[config.mk]
export PLATFORM = sky130hd
export DESIGN_NAME = seq_divider_flat
export DESIGN_NICKNAME = d
export VERILOG_FILES = /design/src/rtl/seq_divider_if.sv /design/src/rtl/seq_divider.sv /design/src/flat_wrapper.sv
export SDC_FILE = /design/constraint.sdc
export NUM_CORES = 1
export LEC_CHECK = 0
export BUFFER_PORTS_ARGS = -buffer_cell sky130_fd_sc_hd__buf_4
export CAP_MARGIN = 20
export CORE_ASPECT_RATIO = 1.2
export CORE_UTILIZATION = 51
export DETAILED_ROUTE_END_ITERATION = 10
export GPL_TIMING_DRIVEN = 0
export PLACE_DENSITY = 0.81
export SLEW_MARGIN = 20
export SYNTH_ARGS = -nofsm -noshare
export SYNTH_HDL_FRONTEND = slang
export SYNTH_SLANG_ARGS = --single-unit
[constraint.sdc]
create_clock -name clk -period 2.51 [get_ports clk]
set_clock_uncertainty 0.2 [all_clocks]
set_input_delay 0.1255 -clock clk [delete_from_list [all_inputs] [get_ports clk]]
set_output_delay 0.1255 -clock clk [all_outputs]
set_load 0.1 [all_outputs]
[src/rtl/seq_divider_if.sv]
// Divider handshake bundle: request side (dividend/divisor) and result side (quotient/remainder/err).
// Combinational wiring only; no latency of its own.
// Both directions use valid/ready; master drives requests and result-ready, slave is the divider.
interface seq_divider_if #(
  parameter int N = 16
);
  logic           in_valid;
  logic           in_ready;
  logic [2*N-1:0] dividend;
  logic [N-1:0]   divisor;
  logic           out_valid;
  logic           out_ready;
  logic [N-1:0]   quotient;
  logic [N-1:0]   remainder;
  logic           err;

  modport master (
    output in_valid, dividend, divisor, out_ready,
    input  in_ready, out_valid, quotient, remainder, err
  );

  modport slave (
    input  in_valid, dividend, divisor, out_ready,
    output in_ready, out_valid, quotient, remainder, err
  );
endinterface

[src/rtl/seq_divider.sv]
// Iterative restoring divider, 2N-bit dividend / N-bit divisor -> N-bit quotient and remainder.
// Latency N+1 cycles (N/2+1 with DIV_RADIX4_EN), 1 cycle on overflow/divide-by-zero.
// One op in flight: in_ready only when idle; result held in DONE until out_ready.
module seq_divider #(
  parameter int N = 16
) (
  input  logic clk,
  input  logic rst,
  seq_divider_if.slave bus
);

  localparam int CW = $clog2(N) + 1;
`ifdef DIV_RADIX4_EN
  localparam int STEPS = N / 2;
`else
  localparam int STEPS = N;
`endif
  localparam logic [CW-1:0] LAST = CW'(STEPS - 1);

  typedef enum logic [1:0] {IDLE, RUN, DONE} state_t;

  state_t        state_q, state_d;
  // Partial remainder; its extra (N+1th) bit only exists transiently inside a step,
  // because the remainder after every step is strictly below the divisor.
  logic [N-1:0]  rem_q;
  // Dividend low bits shift out at the MSB while quotient bits shift in at the LSB;
  // after the last step this register holds the quotient.
  logic [N-1:0]  shq_q;
  logic [N-1:0]  dvsr_q;
  logic [CW-1:0] cnt_q;

  logic [N-1:0]  quo_o, rem_o;
  logic          err_o;

  logic          xfer, ovf, last_step;
  logic [N-1:0]  rem_d, shq_d;

  // One restoring step: returns {qbit, next remainder}.
  function automatic logic [N:0] div_step(input logic [N-1:0] r, input logic b,
                                          input logic [N-1:0] d);
    logic [N:0] sh;
    sh = {r, b};
    if (sh >= {1'b0, d}) return {1'b1, N'(sh - {1'b0, d})};
    else                 return {1'b0, sh[N-1:0]};
  endfunction

  assign xfer      = bus.in_valid && (state_q == IDLE);
  assign ovf       = bus.dividend[2*N-1:N] >= bus.divisor;
  assign last_step = (cnt_q == LAST);

  // Combinational step(s) applied each RUN cycle.
`ifdef DIV_RADIX4_EN
  logic [N:0] s1, s2;
  always_comb begin
    s1    = div_step(rem_q, shq_q[N-1], dvsr_q);
    s2    = div_step(s1[N-1:0], shq_q[N-2], dvsr_q);
    rem_d = s2[N-1:0];
    shq_d = {shq_q[N-3:0], s1[N], s2[N]};
  end
`else
  logic [N:0] s1;
  always_comb begin
    s1    = div_step(rem_q, shq_q[N-1], dvsr_q);
    rem_d = s1[N-1:0];
    shq_d = {shq_q[N-2:0], s1[N]};
  end
`endif

  // Next-state logic.
  always_comb begin
    state_d = state_q;
    case (state_q)
      IDLE:    if (xfer) state_d = ovf ? DONE : RUN;
      RUN:     if (last_step) state_d = DONE;
      DONE:    if (bus.out_ready) state_d = IDLE;
      default: state_d = IDLE;
    endcase
  end

  // State register.
  always_ff @(posedge clk or posedge rst) begin
    if (rst) state_q <= IDLE;
    else     state_q <= state_d;
  end

  // Operand capture at transfer and iteration while running.
  always_ff @(posedge clk or posedge rst) begin
    if (rst) begin
      rem_q  <= '0;
      shq_q  <= '0;
      dvsr_q <= '0;
      cnt_q  <= '0;
    end else if (xfer) begin
      rem_q  <= bus.dividend[2*N-1:N];
      shq_q  <= bus.dividend[N-1:0];
      dvsr_q <= bus.divisor;
      cnt_q  <= '0;
    end else if (state_q == RUN) begin
      rem_q <= rem_d;
      shq_q <= shq_d;
      if (!last_step) cnt_q <= cnt_q + 1'b1;
    end
  end

  // Result registers update only on entry to DONE, so they stay put under backpressure.
  always_ff @(posedge clk or posedge rst) begin
    if (rst) begin
      quo_o <= '0;
      rem_o <= '0;
      err_o <= 1'b0;
    end else if (xfer && ovf) begin
      quo_o <= '1;
      rem_o <= bus.dividend[N-1:0];
      err_o <= 1'b1;
    end else if ((state_q == RUN) && last_step) begin
      quo_o <= shq_d;
      rem_o <= rem_d;
      err_o <= 1'b0;
    end
  end

  assign bus.in_ready  = (state_q == IDLE);
  assign bus.out_valid = (state_q == DONE);
  assign bus.quotient  = quo_o;
  assign bus.remainder = rem_o;
  assign bus.err       = err_o;

endmodule
[src/flat_wrapper.sv]
// flat-port wrapper written by rule: the top's interface ports become plain ports
module seq_divider_flat 
#(
  parameter int N = 16
)
  (clk, rst, bus_in_valid, bus_dividend, bus_divisor, bus_out_ready, bus_in_ready, bus_out_valid, bus_quotient, bus_remainder, bus_err);
  seq_divider_if #(.N(N)) bus_i ();
  input  logic clk;
  input  logic rst;
  input wire logic [$bits(bus_i.in_valid)-1:0] bus_in_valid;
  input wire logic [$bits(bus_i.dividend)-1:0] bus_dividend;
  input wire logic [$bits(bus_i.divisor)-1:0] bus_divisor;
  input wire logic [$bits(bus_i.out_ready)-1:0] bus_out_ready;
  output wire logic [$bits(bus_i.in_ready)-1:0] bus_in_ready;
  output wire logic [$bits(bus_i.out_valid)-1:0] bus_out_valid;
  output wire logic [$bits(bus_i.quotient)-1:0] bus_quotient;
  output wire logic [$bits(bus_i.remainder)-1:0] bus_remainder;
  output wire logic [$bits(bus_i.err)-1:0] bus_err;
  assign bus_i.in_valid = bus_in_valid;
  assign bus_i.dividend = bus_dividend;
  assign bus_i.divisor = bus_divisor;
  assign bus_i.out_ready = bus_out_ready;
  assign bus_in_ready = bus_i.in_ready;
  assign bus_out_valid = bus_i.out_valid;
  assign bus_quotient = bus_i.quotient;
  assign bus_remainder = bus_i.remainder;
  assign bus_err = bus_i.err;
  seq_divider #(.N(N)) u_core (.clk(clk), .rst(rst), .bus(bus_i));
endmodule
==> summary.md <==
| Metric | Value |
|---|---|
| Final hold violations | 0 |
| Dpl hpwl | 11360 um |
| R2r setup slk | -0.35 ns |
| Status | finished, violations left |
| Crit-path max cell delay | 0.40 ns |
| Fillers | 568 |
| Crit-path leading delay family | compound AO/OA/AOI/OAI gates |
| FF-to-FF path depth | 10 |
| Num ports | 87 |
| Reg2Reg Launch Point | u_core.dvsr_q[1] |
| Hold Crit Class | primary input to asynchronous set/reset pin |
| Antenna-violating nets left | 0 |
| Grt ovf | 0 |
| Worst R2R End | u_core.bus.remainder[12] |
| WS Path Type | flip-flop to flip-flop |
| Layout cells sized above 1 | 27.79% |
| Max Fclk | between 300 and 400 MHz |
| Die H | 111.7 um |
| CP Capture Type | flip-flop |
| Crit path DAT | 2.92 ns |
| #FFs+latches synth | 88 |
| Die X | 93.46 um |
| Synth cell types | 50 |
| Clock Path Buffers | 2 |
| CP required | between 2 and 3 ns |
| Root Driver | clkbuf_16 |
| Cell accounting for the most synthesized area | dfrtp_1 |
| Most frequent cells in the layout | 109 x buf_4, 86 x dfrtp_1, 64 x nand2_1 |
| Global-route wire length before repair | about 27000 um |
| Clock Pin Slew Worst Setup and Hold Paths | ~0.07 ns |
| Setup Viol. Count Final | 33 |
| EDFF count, synth | 0 |
| Clk Latency, worst-skew pair | about 0.35 ns |
| Vias in the first global route | 5314 |
| Worst path most repeated cell | buf_4 |
| Clock sink count | 88 |
| Primary FF master, synth | dfrtp_1 |
| Clock buffer count from CTS | 9 |
| Wire per inst | 20.04 um |
| Synth top area cells | dfrtp_1 43%, ha_1 8.3%, nand2_1 4.8%, a22oi_1 4.4%, a21oi_1 4.0% |
| CTS tree | yes |
| Asr flop ratio synth | 100.0% |
| Startpoint types | flip-flop |
| Rows | 39 |
| Largest net degree at the start of global routing | 35 |
| Crit path depth | 10 |
| Crit path max fanout | 2 |
| Post-synth top area share | 43.02% |
| Crit path time final | roughly 2.9 ns |
| I/O Buffers | 86 |
| Max_cap viols | 0 |
| Crit. Startpoint | u_core.dvsr_q[1] |
| Relative slew slack | 51.21% |
| Routed Wire Length | 17400 um |
| 1st-iter DRT viols | 575 |
| Post-layout util | 76.44% |
| Failing checks | setup timing |
| Register area share after synthesis | 43.02% |
| Pre-antenna DRT Iters | 7 |
| # nets final | 827 |
| Vias per inst | 6.105 |
| CP Cell Sequence | buf_4 > buf_4 > fa_2 > nor2b_1 > o21a_1 > o21ai_0 > a32oi_1 > xor2_1 > mux2i_4 > a211oi_2 |
| Post-synthesis cell area | 0.005119 mm2 |
| Setup crit end | u_core.bus.remainder[12] |
| Initial antenna violation count | 0 |
| Critical-path cell with the highest stage delay | dfrtp_1 |
| Max-slew violations | 0 |
| Final period util | 114.0% |
| Die area | roughly 0.010 mm2 |
| GRT Total Usage | approximately a third |
| # diodes | 0 |
| Worst slew pin tran | about 0.73 ns |
| Core Box Area | 0.009613 mm2 |
| Synth Net Count | 658 |
| Initial Utilization | between 50 and 60% |
| Setup repair after global routing missed its margin | yes |
| WP buf/inv | 2 |
| Worst setup margin | -0.3510 ns |
| Gate Count Post-Synth | 571 |
| DRC viols | 0 |
| Vias | 5299 |
| Synthesis-to-layout area growth | 43.56% |
| Syn avg cell area | approximately 9 um2 |
| Most common cell after layout, fill and taps aside | buf_4 |
| H-tree levels | 3 |
| Synth warn | 0 |
| Routability cong. | 0.9431 |
flip-flops by register name (all words and copies together) (netlist names):
signal / count
u_core.bus.err: 1
u_core.bus.quotient: 16
u_core.bus.remainder: 16
u_core.cnt_q: 5
u_core.dvsr_q: 16
u_core.rem_q: 16
u_core.shq_q: 16
u_core.state_q: 2
worst register-to-register path, stage by stage (launching register included):
cell and delay [ns]:
dfrtp_1 0.40, buf_4 0.14, buf_4 0.13, fa_2 0.39
nor2b_1 0.24, o21a_1 0.21, o21ai_0 0.12, a32oi_1 0.25
xor2_1 0.29, mux2i_4 0.15, a211oi_2 0.24
area by class of cell:
| cell class | instances | area [um2] | share of cell area (%) |
|---|---|---|---|
| tap | 123 | 153.9 | 2.094 |
| clock buffer | 10 | 239.0 | 3.252 |
| sequential | 88 | 2205 | 30.00 |
| timing repair buffer | 164 | 1409 | 19.17 |
| multi-input combinational | 410 | 3005 | 40.90 |
| clock inverter | 6 | 42.54 | 0.5789 |
| buffer | 28 | 143.9 | 1.958 |
| inverter | 39 | 150.1 | 2.043 |
repair_timing:
item,CTS,global route
setup endpoints to repair,34,60
buffers inserted,16,8
resized for setup,53,31
cloned,0,1
hold buffers,51,0
pin swaps,9,7
hold endpoints to repair,98,0
synthesized netlist by cell type (7+ instances only):
| cell | n |
|---|---|
| nor3_1 | 12 |
| xnor2_1 | 7 |
| inv_1 | 39 |
| dfrtp_1 | 88 |
| a21oi_1 | 41 |
| o21ai_0 | 37 |
| mux2i_1 | 13 |
| ha_1 | 34 |
| nor2_1 | 54 |
| a21o_1 | 9 |
| nand3_1 | 8 |
| o21a_1 | 7 |
| clkbuf_1 | 21 |
| o21ai_1 | 16 |
| nand2_1 | 66 |
| and3_1 | 13 |
| a22oi_1 | 30 |
routing by layer:
layer	routed length [um]	vias up	global-route usage (%)	part of all wire, %
li1	-	2356	-	-
met1	6258	2513	39.89	36
met2	8671	345	57.35	50
met3	1451	85	6.148	8.3
met4	1018	0	20.10	5.9
met5	0	-	0	0
worst min-delay path by stage:
| stage | startpoint | end | slack [ns] | cells after the start |
|---|---|---|---|---|
| 5_1_grt | u_core.cnt_q[4] | u_core.cnt_q[4] | 0.31 | 2 |
| 3_5_place_dp | rst | u_core.bus.quotient[5] | 0.09 | 2 |
| 2_1_floorplan | bus_divisor[0] | u_core.dvsr_q[0] | 0.03 | 2 |
| 4_1_cts | rst | u_core.bus.quotient[5] | 0.28 | 3 |
| 6_report | rst | u_core.shq_q[3] | 0.25 | 3 |
| 3_3_place_gp | bus_divisor[0] | u_core.dvsr_q[0] | 0.13 | 3 |
per-stage QoR:
stage	hold slack, ns	setup slack (ns)	cells	instance area, um2	setup TNS (ns)
finish	0.2487	-0.3510	868	7348	-8.099
global route	0.3139	-0.4194	868	7348	-11.36
CTS	0.2755	-0.2383	863	7191	-5.238
detailed placement	0.08829	-0.5781	782	6037	-17.03
global placement	0.1316	-0.5298	780	5997	-14.83
floorplan	0.03094	-0.05805	571	5197	-0.5443
cells by family after synthesis:
logic type	Yosys count	share of synthesized area, %
buffers and inverters	73	6.087
DFF	88	43.02
xor gates and xnor gates	13	2.224
and+or+nand+nor	174	15.30
muxes	18	3.642
adders and majority gates	35	8.702
AOI/OAI and AO/OA	170	21.02
Power is not shown: default switching activity piles up to over one toggle a cycle in this logic, so the estimate is an artifact.
